`src/rtl/rt_ibex_pcs_ctrl.sv`:
```
// ============================================================================
// Module   : rt_ibex_pcs_ctrl
// Purpose  : PCS register-bank save/restore sequencer with LIFO nesting depth
//            and level stack. Optional macro: RT_IBEX_PCS_CTRL_LEVEL_CHECK_EN
// Revision : 1.0
// ============================================================================
`default_nettype none

module rt_ibex_pcs_ctrl #(
    parameter int NrEntries     = 8,
    parameter int IrqLevelWidth = 8,
    localparam int AddrWidth    = $clog2(NrEntries)
) (
    input  logic                     clk_i,
    input  logic                     rst_ni,
    input  logic                     irq_ack_i,
    input  logic [IrqLevelWidth-1:0] irq_level_i,
    input  logic                     mret_i,
    input  logic                     err_clr_i,
    output logic                     mem_req_o,
    output logic                     mem_we_o,
    output logic [AddrWidth-1:0]     mem_addr_o,
    output logic                     restore_valid_o,
    output logic                     busy_o,
    output logic [AddrWidth:0]       depth_o,
    output logic [IrqLevelWidth-1:0] cur_level_o,
`ifdef RT_IBEX_PCS_CTRL_LEVEL_CHECK_EN
    output logic                     level_err_o,
`endif
    output logic                     overflow_o,
    output logic                     underflow_o
);

    typedef enum logic [1:0] {
        ST_IDLE    = 2'd0,
        ST_SAVE    = 2'd1,
        ST_RD_REQ  = 2'd2,
        ST_RD_DATA = 2'd3
    } state_e;

    localparam logic [AddrWidth:0] c_one  = (AddrWidth+1)'(1);
    localparam logic [AddrWidth:0] c_full = (AddrWidth+1)'(NrEntries);

    state_e                   r_state;
    logic [AddrWidth:0]       r_depth;
    logic [IrqLevelWidth-1:0] r_stack [NrEntries];
    logic [IrqLevelWidth-1:0] r_save_level;
    logic [IrqLevelWidth-1:0] r_pend_level;
    logic                     r_pend_ack;
    logic                     r_pend_mret;
    logic                     r_mret_first;
    logic                     r_mem_req;
    logic                     r_mem_we;
    logic [AddrWidth-1:0]     r_mem_addr;
    logic                     r_restore_valid;
    logic                     r_overflow;
    logic                     r_underflow;
`ifdef RT_IBEX_PCS_CTRL_LEVEL_CHECK_EN
    logic                     r_level_err;
    logic                     w_level_bad;
`endif

    logic [AddrWidth:0]       w_depth_m1;
    logic                     w_full;
    logic                     w_empty;
    logic [IrqLevelWidth-1:0] w_cur_level;
    logic                     w_serve_ack;
    logic                     w_serve_mret;
    logic [IrqLevelWidth-1:0] w_serve_level;
    logic                     w_clr_pend_ack;
    logic                     w_clr_pend_mret;
    logic                     w_latch_ack;
    logic                     w_latch_mret;
    logic                     w_pa_keep;
    logic                     w_pm_keep;

    assign w_depth_m1  = r_depth - c_one;
    assign w_full      = (r_depth == c_full);
    assign w_empty     = (r_depth == '0);
    assign w_cur_level = w_empty ? '0 : r_stack[w_depth_m1[AddrWidth-1:0]];
    assign w_pa_keep   = r_pend_ack && !w_clr_pend_ack;
    assign w_pm_keep   = r_pend_mret && !w_clr_pend_mret;
`ifdef RT_IBEX_PCS_CTRL_LEVEL_CHECK_EN
    assign w_level_bad = !w_empty && (w_serve_level <= w_cur_level);
`endif

    // Pending events take priority over new ones; new arrivals that cannot be
    // served this cycle go into their type's single pending slot.
    always_comb begin
        w_serve_ack     = 1'b0;
        w_serve_mret    = 1'b0;
        w_serve_level   = irq_level_i;
        w_clr_pend_ack  = 1'b0;
        w_clr_pend_mret = 1'b0;
        w_latch_ack     = 1'b0;
        w_latch_mret    = 1'b0;
        if (r_state == ST_IDLE && !r_pend_ack && !r_pend_mret) begin
            w_serve_ack  = irq_ack_i;
            w_serve_mret = mret_i && !irq_ack_i;
            w_latch_mret = irq_ack_i && mret_i;
        end else begin
            if (r_state == ST_IDLE) begin
                if (r_pend_ack && (!r_pend_mret || !r_mret_first)) begin
                    w_serve_ack    = 1'b1;
                    w_serve_level  = r_pend_level;
                    w_clr_pend_ack = 1'b1;
                end else begin
                    w_serve_mret    = 1'b1;
                    w_clr_pend_mret = 1'b1;
                end
            end
            w_latch_ack  = irq_ack_i && (!r_pend_ack || w_clr_pend_ack);
            w_latch_mret = mret_i && (!r_pend_mret || w_clr_pend_mret);
        end
    end

    always_ff @(posedge clk_i or negedge rst_ni) begin
        if (!rst_ni) begin
            r_state         <= ST_IDLE;
            r_depth         <= '0;
            for (int i = 0; i < NrEntries; i++) r_stack[i] <= '0;
            r_save_level    <= '0;
            r_pend_level    <= '0;
            r_pend_ack      <= 1'b0;
            r_pend_mret     <= 1'b0;
            r_mret_first    <= 1'b0;
            r_mem_req       <= 1'b0;
            r_mem_we        <= 1'b0;
            r_mem_addr      <= '0;
            r_restore_valid <= 1'b0;
            r_overflow      <= 1'b0;
            r_underflow     <= 1'b0;
`ifdef RT_IBEX_PCS_CTRL_LEVEL_CHECK_EN
            r_level_err     <= 1'b0;
`endif
        end else begin
            if (w_clr_pend_ack)  r_pend_ack  <= 1'b0;
            if (w_clr_pend_mret) r_pend_mret <= 1'b0;
            if (w_latch_ack) begin
                r_pend_ack   <= 1'b1;
                r_pend_level <= irq_level_i;
            end
            if (w_latch_mret) r_pend_mret <= 1'b1;

            // Arrival order between the two slots; a tie favours the ack.
            if (w_latch_ack && w_latch_mret)  r_mret_first <= 1'b0;
            else if (w_latch_ack && w_pm_keep) r_mret_first <= 1'b1;
            else if (w_latch_mret && w_pa_keep) r_mret_first <= 1'b0;

            if (err_clr_i) begin
                r_overflow  <= 1'b0;
                r_underflow <= 1'b0;
`ifdef RT_IBEX_PCS_CTRL_LEVEL_CHECK_EN
                r_level_err <= 1'b0;
`endif
            end

            case (r_state)
                ST_IDLE: begin
                    if (w_serve_ack) begin
                        if (w_full) r_overflow <= 1'b1;
`ifdef RT_IBEX_PCS_CTRL_LEVEL_CHECK_EN
                        else if (w_level_bad) r_level_err <= 1'b1;
`endif
                        else begin
                            r_state      <= ST_SAVE;
                            r_save_level <= w_serve_level;
                            r_mem_req    <= 1'b1;
                            r_mem_we     <= 1'b1;
                            r_mem_addr   <= r_depth[AddrWidth-1:0];
                        end
                    end else if (w_serve_mret) begin
                        if (w_empty) r_underflow <= 1'b1;
                        else begin
                            r_state    <= ST_RD_REQ;
                            r_mem_req  <= 1'b1;
                            r_mem_we   <= 1'b0;
                            r_mem_addr <= w_depth_m1[AddrWidth-1:0];
                        end
                    end
                end
                ST_SAVE: begin
                    r_mem_req                        <= 1'b0;
                    r_mem_we                         <= 1'b0;
                    r_stack[r_depth[AddrWidth-1:0]]  <= r_save_level;
                    r_depth                          <= r_depth + c_one;
                    r_state                          <= ST_IDLE;
                end
                ST_RD_REQ: begin
                    r_mem_req       <= 1'b0;
                    r_restore_valid <= 1'b1;
                    r_state         <= ST_RD_DATA;
                end
                ST_RD_DATA: begin
                    r_restore_valid <= 1'b0;
                    r_depth         <= w_depth_m1;
                    r_state         <= ST_IDLE;
                end
                default: r_state <= ST_IDLE;
            endcase
        end
    end

    assign mem_req_o       = r_mem_req;
    assign mem_we_o        = r_mem_we;
    assign mem_addr_o      = r_mem_addr;
    assign restore_valid_o = r_restore_valid;
    assign busy_o          = (r_state != ST_IDLE) | r_pend_ack | r_pend_mret;
    assign depth_o         = r_depth;
    assign cur_level_o     = w_cur_level;
    assign overflow_o      = r_overflow;
    assign underflow_o     = r_underflow;
`ifdef RT_IBEX_PCS_CTRL_LEVEL_CHECK_EN
    assign level_err_o     = r_level_err;
`endif

endmodule

`default_nettype wire
```
`config.mk`:
```
export PLATFORM = sky130hd
export DESIGN_NAME = rt_ibex_pcs_ctrl
export DESIGN_NICKNAME = d
export VERILOG_FILES = /design/src/rtl/rt_ibex_pcs_ctrl.sv
export SDC_FILE = /design/constraint.sdc
export NUM_CORES = 1
export LEC_CHECK = 0
export CAP_MARGIN = 10
export CORE_UTILIZATION = 55
export DETAILED_ROUTE_END_ITERATION = 16
export PLACE_DENSITY = 0.85
export SLEW_MARGIN = 40
export SYNTH_ARGS = -nofsm -noshare
export SYNTH_HDL_FRONTEND = slang
export SYNTH_SLANG_ARGS = --single-unit
```
`constraint.sdc`:
```
create_clock -name clk_i -period 2.83 [get_ports clk_i]
set_input_delay 0.566 -clock clk_i [delete_from_list [all_inputs] [get_ports clk_i]]
set_output_delay 0.566 -clock clk_i [all_outputs]
set_load 0.01 [all_outputs]
```
==> impl_metrics.csv, run 1 <==
group,metric,value,unit
clocking,path_clk_slew,0.10,ns
global_route,grt_max_degree,98,
clocking,insertion_delay,0.37,ns
clocking,cts.path.max_buffers,2,
cells_and_area,synthToLayoutAreaGrowth,13.0,%
cells_and_area,antennaDiodeCount,0,
floorplan,dieArea,9500,µm²
sta,finalHoldViolations,0,
placement,gp_congestion,0.769,
sta,rsz0062_at_grt,"true",
sta,slew_violations,0,
cells_and_area,register_area,2430,µm²
sta,tightest_slew,0.652,ns
detailed_routing,wl,10500,µm
floorplan,io_pins,34,
detailed_routing,met2_wirelength,5280,µm
detailed_routing,top_layer,"met4",
logic_synthesis,postSynthAreaPerCell,13.7,µm²
logic_synthesis,synthCells,365,
critical_path,cp_max_fo,6,
sta,clock_skew,0.0158,ns
detailed_routing,dr.pass1.iters,4,
cells_and_area,nFillCells,622,
detailed_routing,wl_per_cell,20.4,µm
run_status,status,"complete, no violations",
logic_synthesis,synth_edf_count,0,
detailed_routing,drc,0,
power,seq_power_share,35.0,%
power,powerDensity,1260,nW/µm²
clocking,cts_made_buffers,9,
detailed_routing,wl_met1,4450,µm
cells_and_area,nets,423,
logic_synthesis,ys_seq_elements,97,
flow_run,drv_cap,0,
clocking,cts_sinks,97,
power,power_frac_clock,13.5,%
placement,dpl.hpwl,7030,µm
logic_synthesis,ys_seq_area_share,48.4,%
sta,setup_violations,0,
floorplan,die_w,97.5,µm
clocking,root_buffer,"clkbuf_8",
sta,finalCriticalPeriod,2.79,ns
critical_path,end_kind,"output port",
global_route,antenna_found_initial,0,
detailed_routing,num_vias,3193,
logic_synthesis,synth-main-ff-cell,"dfrtp_1",
cells_and_area,drive_gt1_share,35.3,%
detailed_routing,via_per_inst,6.19,
sta,slew_headroom,56.5,%
global_route,grt_pass1_vias,3396,
cells_and_area,layout_commonest_cell,"dfrtp_1",
critical_path,critical_path_required,2.26,ns
placement,portBuffers,33,
floorplan,rows,34,
floorplan,die_h,97.5,µm
global_route,grt_pass1_wl,17800,µm
power,vdd_drop_max,0.479,mV
logic_synthesis,synth_nets,385,
power,power.leakage,2.56,nW
sta,holdWs,0.231,ns
detailed_routing,drtIter0Drc,286,
logic_synthesis,ys_warn_count,0,
critical_path,crit_path_start_kind,"flop",
clocking,ctsHoldBuffers,0,
logic_synthesis,synthArstFlopShare,100,%
cells_and_area,final_cell_mix,"dfrtp_1, mux2_2, nand2_1",
logic_synthesis,syn_area,5010,µm²
placement,placed_area,5440,µm²
floorplan,core,8760,µm²
power,switching_share,39.9,%
critical_path,crit_arrival,2.23,ns
power,p_sw,2.85,mW
global_route,grt_usage,24.1,%
global_route,overflow,0,
logic_synthesis,yosysUniqueCellTypes,58,
clocking,h-tree-depth,3,
cells_and_area,postLayoutCellArea,5670,µm²
floorplan,initial_core_util,57.2,%
critical_path,critPathKind,"flop to output port",
clocking,cts_tree,"built",
sta,fmax,358,MHz
power,comb_power_share,51.6,%
cells_and_area,multi_input_area,2400,µm²
min_path,hold_path.class,"input pin to asynchronous set/reset pin",
detailed_routing,wl_met3,579,µm
detailed_routing,ant_nets,0,
sta,timing.final.crit_share,98.7,%
power,p_int,4.29,mW
[cells by family after synthesis]
kind of cell             synth area share (%)
AO/OA/AOI/OAI                            9.96
adder cells (fa/ha/maj)                  1.75
multiplexers                             27.5
XOR/XNOR                                0.873
flip-flops                               48.4
AND/OR/NAND/NOR                          7.24
buffers and inverters                    4.24
[routing by layer]
layer / GRT usage [%] / vias up
li1: - / 1436
met1: 32.1 / 1649
met2: 39.3 / 87
met3: 4.96 / 21
met4: 8.94 / 0
met5: 0 / -
[stage by stage]
stage          utilization, %  setup slack, ns  TNS [ns]  std cells  total power [mW]
2_1_floorplan               -            0.298         0        365              5.04
3_3_place_gp             62.1           0.0985         0        498              5.97
3_5_place_dp             62.1           0.0403         0        498              6.17
4_1_cts                  65.0         0.000693         0        516              7.19
5_1_grt                  64.7          -0.0510   -0.0510        516              7.55
6_report                 64.7           0.0365         0        516              7.14
[registers in the layout (all words and copies together), names as in the netlist]
| register | count |
|---|---|
| restore_valid_o | 1 |
| r_state | 2 |
| underflow_o | 1 |
| mem_we_o | 1 |
| r_mret_first | 1 |
| overflow_o | 1 |
| r_save_level | 8 |
| r_pend_level | 8 |
| mem_req_o | 1 |
| r_stack | 64 |
| depth_o | 4 |
| mem_addr_o | 3 |
| r_pend_ack | 1 |
| r_pend_mret | 1 |
[worst max-delay path, stage by stage, from the launching register on]
cell             delay [ns]
dfrtp_2                0.46
inv_4                  0.12
ha_4                   0.22
buf_4                  0.16
mux4_2                 0.32
a221oi_2               0.28
a31oi_1                0.06
clkdlybuf4s15_2        0.24
[cells in the mapped netlist (6+ instances only)]
cell | n | share of area, %
dfrtp_1 | 97 | 48
mux2_2 | 43 | 9.7
nand2_1 | 30 | 2.2
mux2_1 | 22 | 4.9
mux4_2 | 15 | 6.7
mux2i_1 | 12 | 2.4
mux2_4 | 11 | 3.3
inv_1 | 10 | 0.75
a31oi_1 | 9 | 1.1
ha_1 | 7 | 1.7
buf_4 | 6 | 0.90
nor2_1 | 6 | 0.45
o21ai_1 | 6 | 0.60
[path summary, 6_finish.rpt]
check,start,slack (ns),depth (start not counted),to
max,depth_o[0]$_DFFE_PN0P_,0.04,7,cur_level_o[4]
min,rst_ni,0.23,2,r_pend_level[2]$_DFFE_PN0P_
max reg2reg,r_state[1]$_DFFE_PN0P_,0.51,5,r_stack[9]$_DFFE_PN0P_
min reg2reg,r_stack[29]$_DFFE_PN0P_,0.49,1,r_stack[29]$_DFFE_PN0P_
max in group asynchronous,rst_ni,2.19,2,r_stack[44]$_DFFE_PN0P_
min in group clk_i,r_stack[29]$_DFFE_PN0P_,0.49,1,r_stack[29]$_DFFE_PN0P_
[what timing repair did]
item                       4_1_cts  5_1_grt
resized for setup               32        6
pin swaps                        5        4
buffers inserted                 2        0
setup endpoints to repair        8        7
[power by group through the flow]
stage / clock, mW / sequential [mW] / combinational [mW]
6_report: 0.964 / 2.50 / 3.68
5_1_grt: 1.03 / 2.58 / 3.94
4_1_cts: 0.977 / 2.48 / 3.74
3_5_place_dp: 0 / 2.50 / 3.66
3_3_place_gp: 0 / 2.45 / 3.52
2_1_floorplan: 0 / 2.33 / 2.71
[area by class of cell]
cell class / instances / share of cell area (%)
clock inverters: 6 / 1.32
clock buffers: 10 / 2.43
multi-input cells: 233 / 42.3
repair buffers: 48 / 7.75
flip-flops and latches: 97 / 42.9
inverters: 14 / 0.972
well taps: 108 / 2.38
Power figures use the tool's default switching activity.
==> run 2: changes to the inputs <==
--- a/config.mk
+++ b/config.mk
@@ -6,6 +6,7 @@
 export NUM_CORES = 1
 export LEC_CHECK = 0
 export CAP_MARGIN = 10
+export CORE_MARGIN = 2
 export CORE_UTILIZATION = 55
 export DETAILED_ROUTE_END_ITERATION = 16
 export PLACE_DENSITY = 0.85
==> impl_metrics.csv, run 2 (synthesized netlist as in run 1, its figures left out) <==
group,metric,value,unit
run_status,status,"complete, no violations",
critical_path,critPathKind,"flop to output port",
floorplan,die_h,99.5,µm
cells_and_area,final_cells,524,
detailed_routing,ant_nets,0,
critical_path,crit_arrival,2.20,ns
cells_and_area,largest_register_ffs,64,
clocking,cts_sinks,97,
sta,tightest_slew,0.616,ns
power,comb_power_share,52.7,%
global_route,use_met3,4.36,%
power,p_int,4.56,mW
sta,finalWorstSetupSlack,0.0600,ns
cells_and_area,drive_gt1_share,36.3,%
sta,fmax,361,MHz
power,vdd_drop_max,0.486,mV
detailed_routing,wl,11300,µm
min_path,hold_path.class,"input pin to asynchronous set/reset pin",
detailed_routing,drtIter0Drc,265,
cells_and_area,antennaDiodeCount,0,
critical_path,crit_path_start_kind,"flop",
placement,pre_cts_slack,0.0547,ns
power,power_frac_clock,13.6,%
critical_path,end_kind,"output port",
critical_path,cp_max_fo,6,
power,switching_share,39.4,%
sta,setup_violations,0,
global_route,grtUsageMet2,39.3,%
global_route,grt_max_degree,72,
critical_path,critical_path_required,2.26,ns
cells_and_area,synthToLayoutAreaGrowth,15.9,%
cells_and_area,nets,431,
detailed_routing,num_vias,3286,
clocking,cts_tree,"built",
cells_and_area,register_area,2430,µm²
cells_and_area,layout_commonest_cell,"dfrtp_1",
floorplan,rows,34,
global_route,grt_pass1_wl,17700,µm
placement,placed_area,5450,µm²
power,p_sw,2.97,mW
cells_and_area,multi_input_area,2400,µm²
global_route,met1_usage,30.4,%
sta,slew_headroom,58.8,%
global_route,overflow,0,
detailed_routing,wl_per_cell,21.5,µm
power,powerDensity,1300,nW/µm²
placement,portBuffers,33,
clocking,cts_made_buffers,9,
sta,slew_violations,0,
clocking,insertion_delay,0.37,ns
placement,dp.cells,499,
sta,finalHoldViolations,0,
global_route,grt_pass1_vias,3393,
clocking,cts.path.max_buffers,2,
placement,dpl.hpwl,7250,µm
power,power.leakage,2.64,nW
cells_and_area,utilization,66.3,%
floorplan,dieArea,9900,µm²
sta,finalCriticalPeriod,2.77,ns
global_route,antenna_found_initial,0,
cells_and_area,top_register,"r_stack",
critical_path,r2r_cells,5,
floorplan,initial_core_util,57.2,%
clocking,root_buffer,"clkbuf_8",
global_route,top_usage_layer,"met2",
detailed_routing,drc,0,
cells_and_area,nFillCells,613,
cells_and_area,final_cell_mix,"dfrtp_1, mux2_2, nand2_1",
placement,gp_congestion,0.842,
sta,holdWs,0.110,ns
clocking,h-tree-depth,3,
power,seq_power_share,33.7,%
floorplan,die_w,99.5,µm
clocking,path_clk_slew,0.09,ns
power,power.total,7.53,mW
detailed_routing,dr.pass1.iters,4,
sta,timing.final.crit_share,97.9,%
cells_and_area,reg_top3,"r_stack x64, r_pend_level x8, r_save_level x8",
sta,rsz0062_at_grt,"true",
floorplan,io_pins,34,
flow_run,drv_cap,0,
sta,tns,0,ns
cells_and_area,postLayoutCellArea,5810,µm²
sta,clock_skew,0.0119,ns
detailed_routing,via_per_inst,6.27,
global_route,grt_usage,23.2,%
floorplan,core,8760,µm²
run 2: cell types whose count changed in the layout (fill, tap and decap cells not counted), sizes merged:
cell    delta
inv        -1
bufinv     +1
clkbuf     +4
clkinv     -1
buf        +5
run 2: repair_timing:
item,CTS,global route
buffers inserted,2,5
gates resized for setup,28,16
hold buffers,0,0
cloned,1,1
pin swaps,3,5
endpoints found under the setup margin,8,8
run 2: final cells by class:
type	instances	share of cell area, %
Timing Repair Buffer	56	9.65
Multi-Input combinational cell	233	41.3
Sequential cell	97	41.8
Clock buffer	11	2.43
Clock inverter	5	1.51
Tap cell	108	2.33
Inverter	14	0.947
run 2: worst paths after layout:
check | start | to | slack, ns
max reg2reg | r_state[1]$_DFFE_PN0P_ | r_stack[25]$_DFFE_PN0P_ | 0.53
min reg2reg | r_stack[24]$_DFFE_PN0P_ | r_stack[24]$_DFFE_PN0P_ | 0.49
min in group clk_i | r_stack[24]$_DFFE_PN0P_ | r_stack[24]$_DFFE_PN0P_ | 0.49
max in group asynchronous | rst_ni | depth_o[0]$_DFFE_PN0P_ | 2.01
min | rst_ni | r_pend_level[5]$_DFFE_PN0P_ | 0.11
max | depth_o[0]$_DFFE_PN0P_ | cur_level_o[7] | 0.06
run 2: metal layers:
| metal | share of wire, % | wire length, µm |
|---|---|---|
| met2 | 51 | 5800 |
| met5 | 0 | 0 |
| met4 | 2.8 | 316 |
| met1 | 40 | 4540 |
| met3 | 5.4 | 607 |
run 2: power by group through the flow:
stage / Sequential (mW) / Clock [mW] / Combinational [mW]
after floorplan: 2.33 / 0 / 2.71
after global placement: 2.47 / 0 / 3.52
after detailed placement: 2.53 / 0 / 3.67
after CTS: 2.51 / 1.04 / 3.86
after global routing: 2.59 / 1.09 / 4.23
final: 2.54 / 1.02 / 3.97
run 2: critical path, stage by stage, from the launching register on:
cell	delay, ns
dfrtp_2	0.41
buf_6	0.14
buf_12	0.12
buf_4	0.12
mux4_2	0.54
a221oi_2	0.29
a31oi_1	0.07
clkbuf_2	0.15
